===== src/rtl/sbqm_queue_counter.sv =====
// sbqm_queue_counter
// Occupancy and wait-time stage of the bank queue system. Edge-detects the
// synchronised entry/exit photocells and keeps a saturating customer count.
// It then derives an estimated waiting time from that count and the number of
// active tellers.
// Optional feature macro: SBQM_ERR_EN enables the sticky over/underflow flag
// 'err' (cleared by err_clr). When the macro is undefined, err is tied to 0.
module sbqm_queue_counter #(
  parameter int CNT_W = 3,
  parameter int SVC_T = 3,
  parameter int WT_W  = 5
) (
  input  logic             clk,
  input  logic             rst,
  input  logic             front_sens,
  input  logic             back_sens,
  input  logic [1:0]       tcount,
  input  logic             err_clr,
  output logic [CNT_W-1:0] pcount,
  output logic             full,
  output logic             empty,
  output logic [WT_W-1:0]  wtime,
  output logic             err
);

  localparam logic [CNT_W-1:0] PMAX = '1;
  localparam logic [WT_W-1:0]  SVC  = WT_W'(SVC_T);

  logic            front_d;
  logic            back_d;
  logic            arr;
  logic            dep;
  logic [WT_W-1:0] num;
  logic [WT_W-1:0] wtime_nxt;

  // Previous sensor levels. They reset high, so a sensor that is already
  // blocked when reset is released must fall and rise again to count.
  always_ff @(posedge clk or posedge rst) begin
    if (rst) begin
      front_d <= 1'b1;
      back_d  <= 1'b1;
    end else begin
      front_d <= front_sens;
      back_d  <= back_sens;
    end
  end

  assign arr   = front_sens & ~front_d;
  assign dep   = back_sens & ~back_d;
  assign full  = (pcount == PMAX);
  assign empty = (pcount == '0);

  // Saturating up/down occupancy count. Simultaneous arrival and departure
  // cancel out. Requests that would wrap past full or empty are dropped.
  always_ff @(posedge clk or posedge rst) begin
    if (rst) begin
      pcount <= '0;
    end else if (arr && !dep && !full) begin
      pcount <= pcount + 1'b1;
    end else if (dep && !arr && !empty) begin
      pcount <= pcount - 1'b1;
    end
  end

  // Wait estimate: SVC_T*(pcount+tcount-1)/tcount. The divisor is only ever
  // 1, 2 or 3, so each case uses a constant divide instead of a generic divider.
  always_comb begin
    num       = SVC * (WT_W'(pcount) + WT_W'(tcount) - WT_W'(1));
    wtime_nxt = '0;
    if (pcount == '0) begin
      wtime_nxt = '0;
    end else begin
      case (tcount)
        2'd1:    wtime_nxt = num;
        2'd2:    wtime_nxt = num >> 1;
        2'd3:    wtime_nxt = num / WT_W'(3);
        default: wtime_nxt = '1;
      endcase
    end
  end

  // Registered wait time, one cycle behind the count.
  always_ff @(posedge clk or posedge rst) begin
    if (rst) begin
      wtime <= '0;
    end else begin
      wtime <= wtime_nxt;
    end
  end

`ifdef SBQM_ERR_EN
  logic err_set;

  assign err_set = (arr & ~dep & full) | (dep & ~arr & empty);

  // Sticky error flag. A new over/underflow takes priority over a clear that
  // arrives in the same cycle.
  always_ff @(posedge clk or posedge rst) begin
    if (rst) begin
      err <= 1'b0;
    end else if (err_set) begin
      err <= 1'b1;
    end else if (err_clr) begin
      err <= 1'b0;
    end
  end
`else
  logic unused_err_clr;

  assign unused_err_clr = err_clr;
  assign err            = 1'b0;
`endif

endmodule


===== config.mk =====
export PLATFORM = sky130hd
export DESIGN_NAME = sbqm_queue_counter
export DESIGN_NICKNAME = d
export VERILOG_FILES = /design/src/rtl/sbqm_queue_counter.sv
export SDC_FILE = /design/constraint.sdc
export NUM_CORES = 1
export LEC_CHECK = 0
export ABC_CLOCK_PERIOD_IN_PS = 4500
export BUFFER_PORTS_ARGS = -buffer_cell sky130_fd_sc_hd__buf_2
export CAP_MARGIN = 20
export CORE_MARGIN = 5
export CORE_UTILIZATION = 35
export DETAILED_ROUTE_END_ITERATION = 8
export GPL_ROUTABILITY_DRIVEN = 0
export PLACE_DENSITY = 0.62
export SYNTH_ARGS = -nofsm -noshare
export SYNTH_HDL_FRONTEND = slang
export SYNTH_SLANG_ARGS = --single-unit

===== constraint.sdc =====
create_clock -name clk -period 4.5 [get_ports clk]
set_clock_uncertainty 0.2 [all_clocks]
set_input_delay 0.45 -clock clk [delete_from_list [all_inputs] [get_ports clk]]
set_output_delay 0.45 -clock clk [all_outputs]
set_load 0.02 [all_outputs]

==> flow_summary.ini, run 1 <==
[critical_path]
cp-start-kind = flip-flop
r2r_start = pcount[1]$_DFFE_PP0P_
reg2reg_to = wtime[0]$_DFF_PP0_
arrival_ns = 4.37
required_ns = 4.45
rr_worst_depth = 22
path_max_fanout = 3
ff2ff_setup_slack_ns = 0.08
criticalPathCategory = flip-flop to flip-flop
cp-end-kind = flip-flop

[synth]
yosysWarnings = 0
async_flop_share = 1.00
synthCells = 134
synth_edf_count = 0
yosysUniqueCellTypes = 44
yosysTopAreaCell = dfrtp_1
ys_ff_latch = 10
syn_area_per_cell_um2 = 8.91
synth-main-ff-cell = dfrtp_1
synth_top_area_frac = 0.168
synth_area_um2 = 1190
synth.area.top_cells = dfrtp_1 17%, ha_1 14%, fa_1 6.7%
yosysSeqAreaShare = 0.212
syn-num-nets = 158

[min_path]
hold_path_depth = 1
hold_class = primary input to flip-flop
hp-start = front_sens
min_to = front_d$_DFF_PP1_

[timing]
rsz0062_at_grt = yes
setup_viol = 0
holdWs_ns = 0.0967
final.period_utilization = 0.982
finalHoldViolations = 0
max_freq_ghz = 0.226
maxSlewViolCount = 0
layout_min_cycle_time_ns = 4.42

[global_routing]
grt_pass1_vias = 1053
grt_pass1_wl_um = 4710
grt_max_degree = 11
grt_use_met2 = 0.228
grt-ovfl-total = 0
use_met3 = 0.0115
use_met1 = 0.169
gr-max-usage-layer = met2
track_usage = 0.129
antenna_found_initial = 0

[clock_network]
clk_pin_slew_worst_paths_ns = 0.07
insertion_delay_ns = 0.26
cts_made_buffers = 3
clk_path_buf_depth = 2
cts_tree = built
cts_root_buffer = clkbuf_4
cts_sinks = 10
htreeDepth = 1

[floorplan]
coreArea_um2 = 3310
die_area_um2 = 4680
num_io_pins = 18
chipHeight_um = 68.4
rows = 21
start_util = 0.361
die_width_um = 68.4

[placement]
numPortBuffers = 15
post-dp-hpwl_um = 2160

[route]
vias = 1077
drt-pass1-iter-count = 4
wire_per_inst_um = 11.9
drtIter0Drc = 120
drc_errors = 0
wirelength_um = 2580
viasPerCell = 4.96
ant_nets = 0

[finish]
nets = 196
final_cell_mix = 20 x buf_4, 15 x buf_2, 14 x inv_1, 11 x o21ai_0, 10 x nand2_1
diodes = 0
utilization = 0.481
area_growth_pct = 33.5
final_common_cell = buf_4
drive_gt1_frac = 0.386

[outcome]
status = completed

[job]
max-cap-violations = 0
[cell families (layout without fill, tap and decap cells)]
family | Yosys count | count (layout) | share of synthesized area
AND/OR/NAND/NOR | 33 | 33 | 0.130
buffers and inverters | 22 | 59 | 0.0786
XOR/XNOR | 6 | 6 | 0.0881
AO/OA/AOI/OAI | 44 | 44 | 0.276
other | 1 | 1 | 0.00314
adder cells (fa/ha/maj) | 17 | 17 | 0.203
flip-flops | 10 | 10 | 0.212
multiplexers | 1 | 1 | 0.00943
[cells in the mapped netlist (all sizes together) (4+ instances only)]
library cell / n
dfrtp: 8
a211oi: 5
nand2: 10
fa: 4
ha: 13
inv: 19
o21ai: 11
nand2b: 4
nor2: 7
nor3: 5
xnor2: 5
a21oi: 8
[critical path: stages (launching register included)]
cell and delay (ns):
dfrtp_2 0.41, inv_2 0.08, ha_4 0.20, inv_2 0.06, ha_4 0.15, inv_2 0.04, fa_1 0.48, ha_1 0.31
a21oi_2 0.17, o21bai_4 0.11, xnor2_2 0.15, nor2_1 0.12, ha_2 0.20, inv_2 0.05, ha_4 0.15, a21boi_4 0.14
a31oi_4 0.17, xnor2_1 0.10, ha_1 0.32, nor2b_2 0.14, o211ai_1 0.10, a211o_1 0.27, a31o_1 0.21
[metal layers]
| layer | share of wire | up-vias |
|---|---|---|
| met5 | 0 | - |
| met4 | 0.0062 | 0 |
| met3 | 0.040 | 2 |
| met2 | 0.49 | 24 |
| met1 | 0.47 | 506 |
| li1 | - | 545 |
[registers in the layout, indices dropped and copies added, names as in the netlist]
| name | count |
|---|---|
| back_d | 1 |
| front_d | 1 |
| pcount | 3 |
| wtime | 5 |
[cell type report]
cell class / instances / area (µm²)
inverter: 19 / 78.8
clock buffer: 4 / 36.3
sequential: 10 / 255
timing repair buffer: 36 / 235
fill: 328 / 1720
multi-input combinational: 102 / 931
tap: 46 / 57.6
[per-stage QoR]
stage	setup slack, ns	setup TNS [ns]	area (µm²)	instances
after floorplan	-0.0529	-0.0529	1300	134
after global placement	-0.124	-0.124	1530	211
after detailed placement	-0.164	-0.164	1530	211
after CTS	0.000821	0	1580	216
after global routing	-0.134	-0.134	1590	217
final	0.0789	0	1590	217
[timing repair]
item,in CTS,in global routing
hold endpoints to repair,8,0
resized for setup,0,2
hold buffers,1,0
setup buffers,0,1
endpoints found under the setup margin,0,1
[worst max-delay path by stage]
stage	cells past startpoint	slack, ns	endpoint	start
detailed placement	23	-0.16	wtime[0]$_DFF_PP0_	tcount[1]
finish	22	0.08	wtime[0]$_DFF_PP0_	pcount[1]$_DFFE_PP0P_
CTS	22	0.0008	wtime[0]$_DFF_PP0_	pcount[1]$_DFFE_PP0P_
global placement	23	-0.12	wtime[0]$_DFF_PP0_	tcount[1]
global route	22	-0.13	wtime[0]$_DFF_PP0_	pcount[1]$_DFFE_PP0P_
floorplan	23	-0.05	wtime[0]$_DFF_PP0_	tcount[1]
Power of run 1 is not shown: default switching activity piles up to over one toggle a cycle in this logic, so the estimate is an artifact.
==> run 2, diff against run 1 <==
Settings changed: ABC_AREA from default to 1, CTS_BUF_LIST from default to sky130_fd_sc_hd__clkbuf_4 sky130_fd_sc_hd__clkbuf_8, PLACE_DENSITY 0.62 to 0.63.
==> flow_summary.ini, run 2 <==
[synth]
async_flop_share = 1.00
synth_compound_gate_area_share = 0.0865
syn-num-nets = 175
synth_top_family_by_area = simple AND/OR/NAND/NOR gates
yosysWarnings = 0
yosysUniqueCellTypes = 26
yosysSeqAreaShare = 0.230
synth_top_area_frac = 0.182
synthCells = 151
synth.area.top_cells = dfrtp_1 18%, ha_1 15%, inv_1 13%
synth_area_um2 = 1100
synth_edf_count = 0
synth_mux_area_frac = 0.0102
ys_ff_latch = 10
yosysTopAreaCell = dfrtp_1
synth-main-ff-cell = dfrtp_1
yosysMostFrequentCell = inv_1
syn_area_per_cell_um2 = 7.28
synthXorXnorAreaFrac = 0.0239
synthSimpleGateAreaFrac = 0.282
yosys.area_share.adder = 0.221
synth.cells.most_frequent = 39 x inv_1, 30 x nand2_1, 13 x ha_1

[timing]
setup_viol = 0
max_freq_ghz = 0.241
layout_min_cycle_time_ns = 4.14
worstMarginPinSlew_ns = 0.604
finalHoldViolations = 0
maxSlewViolCount = 0
final.period_utilization = 0.920
tns_ns = 0
max_slew_margin = 0.594

[critical_path]
r2r_start = pcount[1]$_DFFE_PP0P_
ff2ff_setup_slack_ns = 0.36
arrival_ns = 4.07
reg2reg_to = wtime[0]$_DFF_PP0_
rr_worst_depth = 26
cp-start-kind = flip-flop
slowest_delay_ns = 0.58
criticalPathCategory = flip-flop to flip-flop
slowest_stage = fa_1
required_ns = 4.42
crit_top_cell = inv_1
cp-end-kind = flip-flop
path_max_fanout = 3

[global_routing]
grt_pass1_vias = 1044
grt_pass1_wl_um = 4200
grt-ovfl-total = 0
track_usage = 0.118
antenna_found_initial = 0
grt_max_degree = 11

[clock_network]
cts_root_buffer = clkbuf_4
clk_pin_slew_worst_paths_ns = 0.06
cts_tree = built
insertion_delay_ns = 0.26
htreeDepth = 1
cts_made_buffers = 3
cts_sinks = 10
clk_path_buf_depth = 2

[placement]
post-dp-hpwl_um = 1980
numPortBuffers = 15
postPlaceCellArea_um2 = 1320

[route]
drc_errors = 0
ant_nets = 0
vias = 1006
drtIter0Drc = 28
viasPerCell = 4.37
drt-pass1-iter-count = 4
wirelength_um = 2340
wire_per_inst_um = 10.2

[floorplan]
rows = 20
die_area_um2 = 4360
start_util = 0.363
chipHeight_um = 66.1
num_io_pins = 18
coreArea_um2 = 3030
die_width_um = 66.1

[finish]
drive_gt1_frac = 0.360
final_cell_mix = 36 x inv_1, 28 x nand2_1, 16 x buf_4, 15 x buf_2, 10 x ha_1
final_common_cell = inv_1
nets = 211
design_area_um2 = 1440
diodes = 0
fillers = 317
largest_reg_flops = 5
area_growth_pct = 30.6
top_regs = wtime: 5 flops, pcount: 3 flops
top_register = wtime

[min_path]
hold_class = primary input to flip-flop
hp-start = front_sens
hold_path_depth = 1
min_to = front_d$_DFF_PP1_

[outcome]
status = completed

[job]
max-cap-violations = 0
-- run 2: layout make-up --
type,count,area (µm²),area share
Timing Repair Buffer,32,205,0.143
Sequential cell,10,254,0.177
Inverter,40,150,0.105
Multi-Input combinational cell,100,736,0.512
Tap cell,44,55.1,0.0383
Clock buffer,4,36.3,0.0253
-- run 2: worst max-delay path: cells and delay by family, from the launching register on --
family	cells	cell delay [ns]
adder cells (fa/ha/maj)	7	1.99
AO/OA/AOI/OAI	2	0.15
XOR/XNOR	1	0.15
AND/OR/NAND/NOR	8	0.64
buffers and inverters	8	0.49
flip-flops	1	0.38
-- run 2: how the worst max path moves through the flow --
stage                                from  slack, ns            endpoint
finish              pcount[1]$_DFFE_PP0P_       0.36  wtime[0]$_DFF_PP0_
global route        pcount[1]$_DFFE_PP0P_     -0.005  wtime[0]$_DFF_PP0_
CTS                 pcount[1]$_DFFE_PP0P_        0.1  wtime[0]$_DFF_PP0_
detailed placement              tcount[1]      -0.02  wtime[0]$_DFF_PP0_
global placement                tcount[1]       0.04  wtime[0]$_DFF_PP0_
floorplan           pcount[1]$_DFFE_PP0P_      0.003  wtime[0]$_DFF_PP0_
-- run 2: timing repair --
action                                 CTS  global route
setup buffers                            0             4
endpoints found under the hold margin    8             0
resized for setup                        0            15
hold buffers                             1             0
setup endpoints to repair                0             2
-- run 2: logic make-up (layout without fill, tap and decap cells) --
logic type      Yosys count  after routing
flops                    10             10
mux                       1              1
buf+inv                  41             76
simple gates             62             62
other cells               1              1
compound gates           16             16
fa+ha+maj                17             17
xor+xnor                  3              3
-- run 2: metrics by stage --
stage | instances | hold WS, ns | utilization | worst slack, ns
after floorplan | 151 | 0.0887 | - | 0.00266
after CTS | 226 | 0.0846 | 0.451 | 0.0987
after global placement | 221 | 0.228 | 0.436 | 0.0425
after detailed placement | 221 | 0.235 | 0.436 | -0.0212
after global routing | 230 | 0.0855 | 0.474 | -0.00471
final | 230 | 0.0933 | 0.474 | 0.358
-- run 2: layer usage --
| metal | global-route usage | wire [µm] |
|---|---|---|
| met2 | 0.232 | 1170 |
| met3 | 0.00680 | 102 |
| met5 | 0 | 0 |
| met4 | 0.0305 | 0 |
| met1 | 0.137 | 1070 |
Power of run 2 is left out for the same reason.
==> run 3, diff against run 2 <==
Settings changed: ABC_AREA 1 to 0, ABC_CLOCK_PERIOD_IN_PS 4500 to 4300, PLACE_DENSITY 0.63 to 0.6.
Clock period 4.5 ns to 4.3 ns, I/O delays scaled along.
==> flow_summary.ini, run 3 (same netlist as run 1, synthesis figures left out) <==
[outcome]
status = complete, but fails checks
violations = setup timing

[finish]
area_growth_pct = 38.7
regArea_um2 = 255
drive_gt1_frac = 0.417
diodes = 0
multi_input_area_um2 = 931
largest_reg_flops = 5
fin_cells = 226
fillers = 314
final_common_cell = buf_4
top_register = wtime
top_regs = wtime: 5 flops, pcount: 3 flops
final_cell_mix = 29 x buf_4, 15 x buf_2, 14 x inv_1, 11 x o21ai_0, 10 x nand2_1
nets = 205

[global_routing]
antenna_found_initial = 0
grt_pass1_vias = 1100
grt-ovfl-total = 0
grt_pass1_wl_um = 4800
grt_max_degree = 11
track_usage = 0.133

[route]
drc_errors = 0
ant_nets = 0
wire_per_inst_um = 12.0
viasPerCell = 5.00
wirelength_um = 2710
vias = 1131
drt-pass1-iter-count = 4
drtIter0Drc = 143

[critical_path]
crit_top_cell = inv_2
path_max_fanout = 3
cp-start-kind = flip-flop
path_cells = inv_2 -> ha_4 -> inv_2 -> ha_4 -> inv_2 -> fa_1 -> ha_1 -> a21oi_2 -> o21bai_4 -> xnor2_2 -> nor2_1 -> ha_2 -> inv_2 -> ha_4 -> a21boi_4 -> a31oi_4 -> xnor2_1 -> ha_1 -> nor2b_2 -> o211ai_1 -> a211o_1 -> a31o_1
criticalPathCategory = flip-flop to flip-flop
cp-end-kind = flip-flop
required_ns = 4.25
slowest_delay_ns = 0.49
ff2ff_setup_slack_ns = -0.12
slowest_stage = fa_1
arrival_ns = 4.37

[clock_network]
cts_made_buffers = 3
htreeDepth = 1
cts_tree = built
cts_root_buffer = clkbuf_4
insertion_delay_ns = 0.28
clk_pin_slew_worst_paths_ns = 0.08
cts_sinks = 10
clk_path_buf_depth = 2

[floorplan]
start_util = 0.361
chipHeight_um = 68.4
die_area_um2 = 4680
die_width_um = 68.4
coreArea_um2 = 3310
num_io_pins = 18
rows = 21

[timing]
setup_viol = 1
finalHoldViolations = 0
max_freq_ghz = 0.226
layout_min_cycle_time_ns = 4.42
maxSlewViolCount = 0
rsz0062_at_grt = yes
fin_ws_ns = -0.118
final.period_utilization = 1.03

[placement]
placedCellCount = 217
numPortBuffers = 15
post-dp-hpwl_um = 2200

[job]
max-cap-violations = 0

[min_path]
hold_class = primary input to flip-flop
run 3: layer usage:
layer  share of wire  global-route usage  up-vias
met2            0.49               0.232       34
met4           0.010              0.0447        0
met5               0                   0        -
met3           0.048              0.0115        4
met1            0.45               0.170      528
li1                -                   -      565
run 3: final cells by class:
| class | instances | share of cell area |
|---|---|---|
| Clock buffer | 4 | 0.0181 |
| Timing Repair Buffer | 45 | 0.183 |
| Tap cell | 46 | 0.0348 |
| Inverter | 19 | 0.0476 |
| Multi-Input combinational cell | 102 | 0.562 |
| Sequential cell | 10 | 0.154 |
run 3: worst paths after layout:
check / depth (start not counted) / startpoint / endpoint
hold / removal: 1 / back_sens / back_d$_DFF_PP1_
setup / recovery: 22 / pcount[1]$_DFFE_PP0P_ / wtime[0]$_DFF_PP0_
max in group asynchronous: 3 / rst / front_d$_DFF_PP1_
setup reg to reg: 22 / pcount[1]$_DFFE_PP0P_ / wtime[0]$_DFF_PP0_
hold reg to reg: 2 / pcount[0]$_DFFE_PP0P_ / pcount[0]$_DFFE_PP0P_
min in group asynchronous: 3 / rst / wtime[2]$_DFF_PP0_
run 3: per-stage QoR:
| step | hold WS, ns | cell area, µm² | util | setup TNS, ns | worst slack (ns) |
|---|---|---|---|---|---|
| 2_1_floorplan | 0.0686 | 1300 | - | -0.233 | -0.233 |
| 5_1_grt | 0.0620 | 1660 | 0.500 | -0.286 | -0.286 |
| 3_3_place_gp | 0.210 | 1580 | 0.476 | -0.302 | -0.302 |
| 4_1_cts | 0.0638 | 1630 | 0.492 | -0.145 | -0.145 |
| 3_5_place_dp | 0.221 | 1580 | 0.476 | -0.314 | -0.306 |
| 6_report | 0.0635 | 1660 | 0.500 | -0.118 | -0.118 |
run 3: what timing repair did:
| action | 4_1_cts | 5_1_grt |
|---|---|---|
| endpoints found under the setup margin | 1 | 2 |
| setup buffers | 2 | 2 |
| resized for setup | 0 | 2 |
| hold buffers | 1 | 0 |
| gates cloned | 0 | 0 |
| pin swaps | 2 | 7 |
| endpoints found under the hold margin | 8 | 0 |
run 3: critical path: cells and delay by family, from the launching register on:
| family | cells | cell delay [ns] |
|---|---|---|
| xor+xnor | 2 | 0.28 |
| fa+ha+maj | 7 | 1.77 |
| flops | 1 | 0.42 |
| simple gates | 2 | 0.25 |
| compound gates | 7 | 1.16 |
| buf+inv | 4 | 0.22 |
Power of run 3 is left out for the same reason.
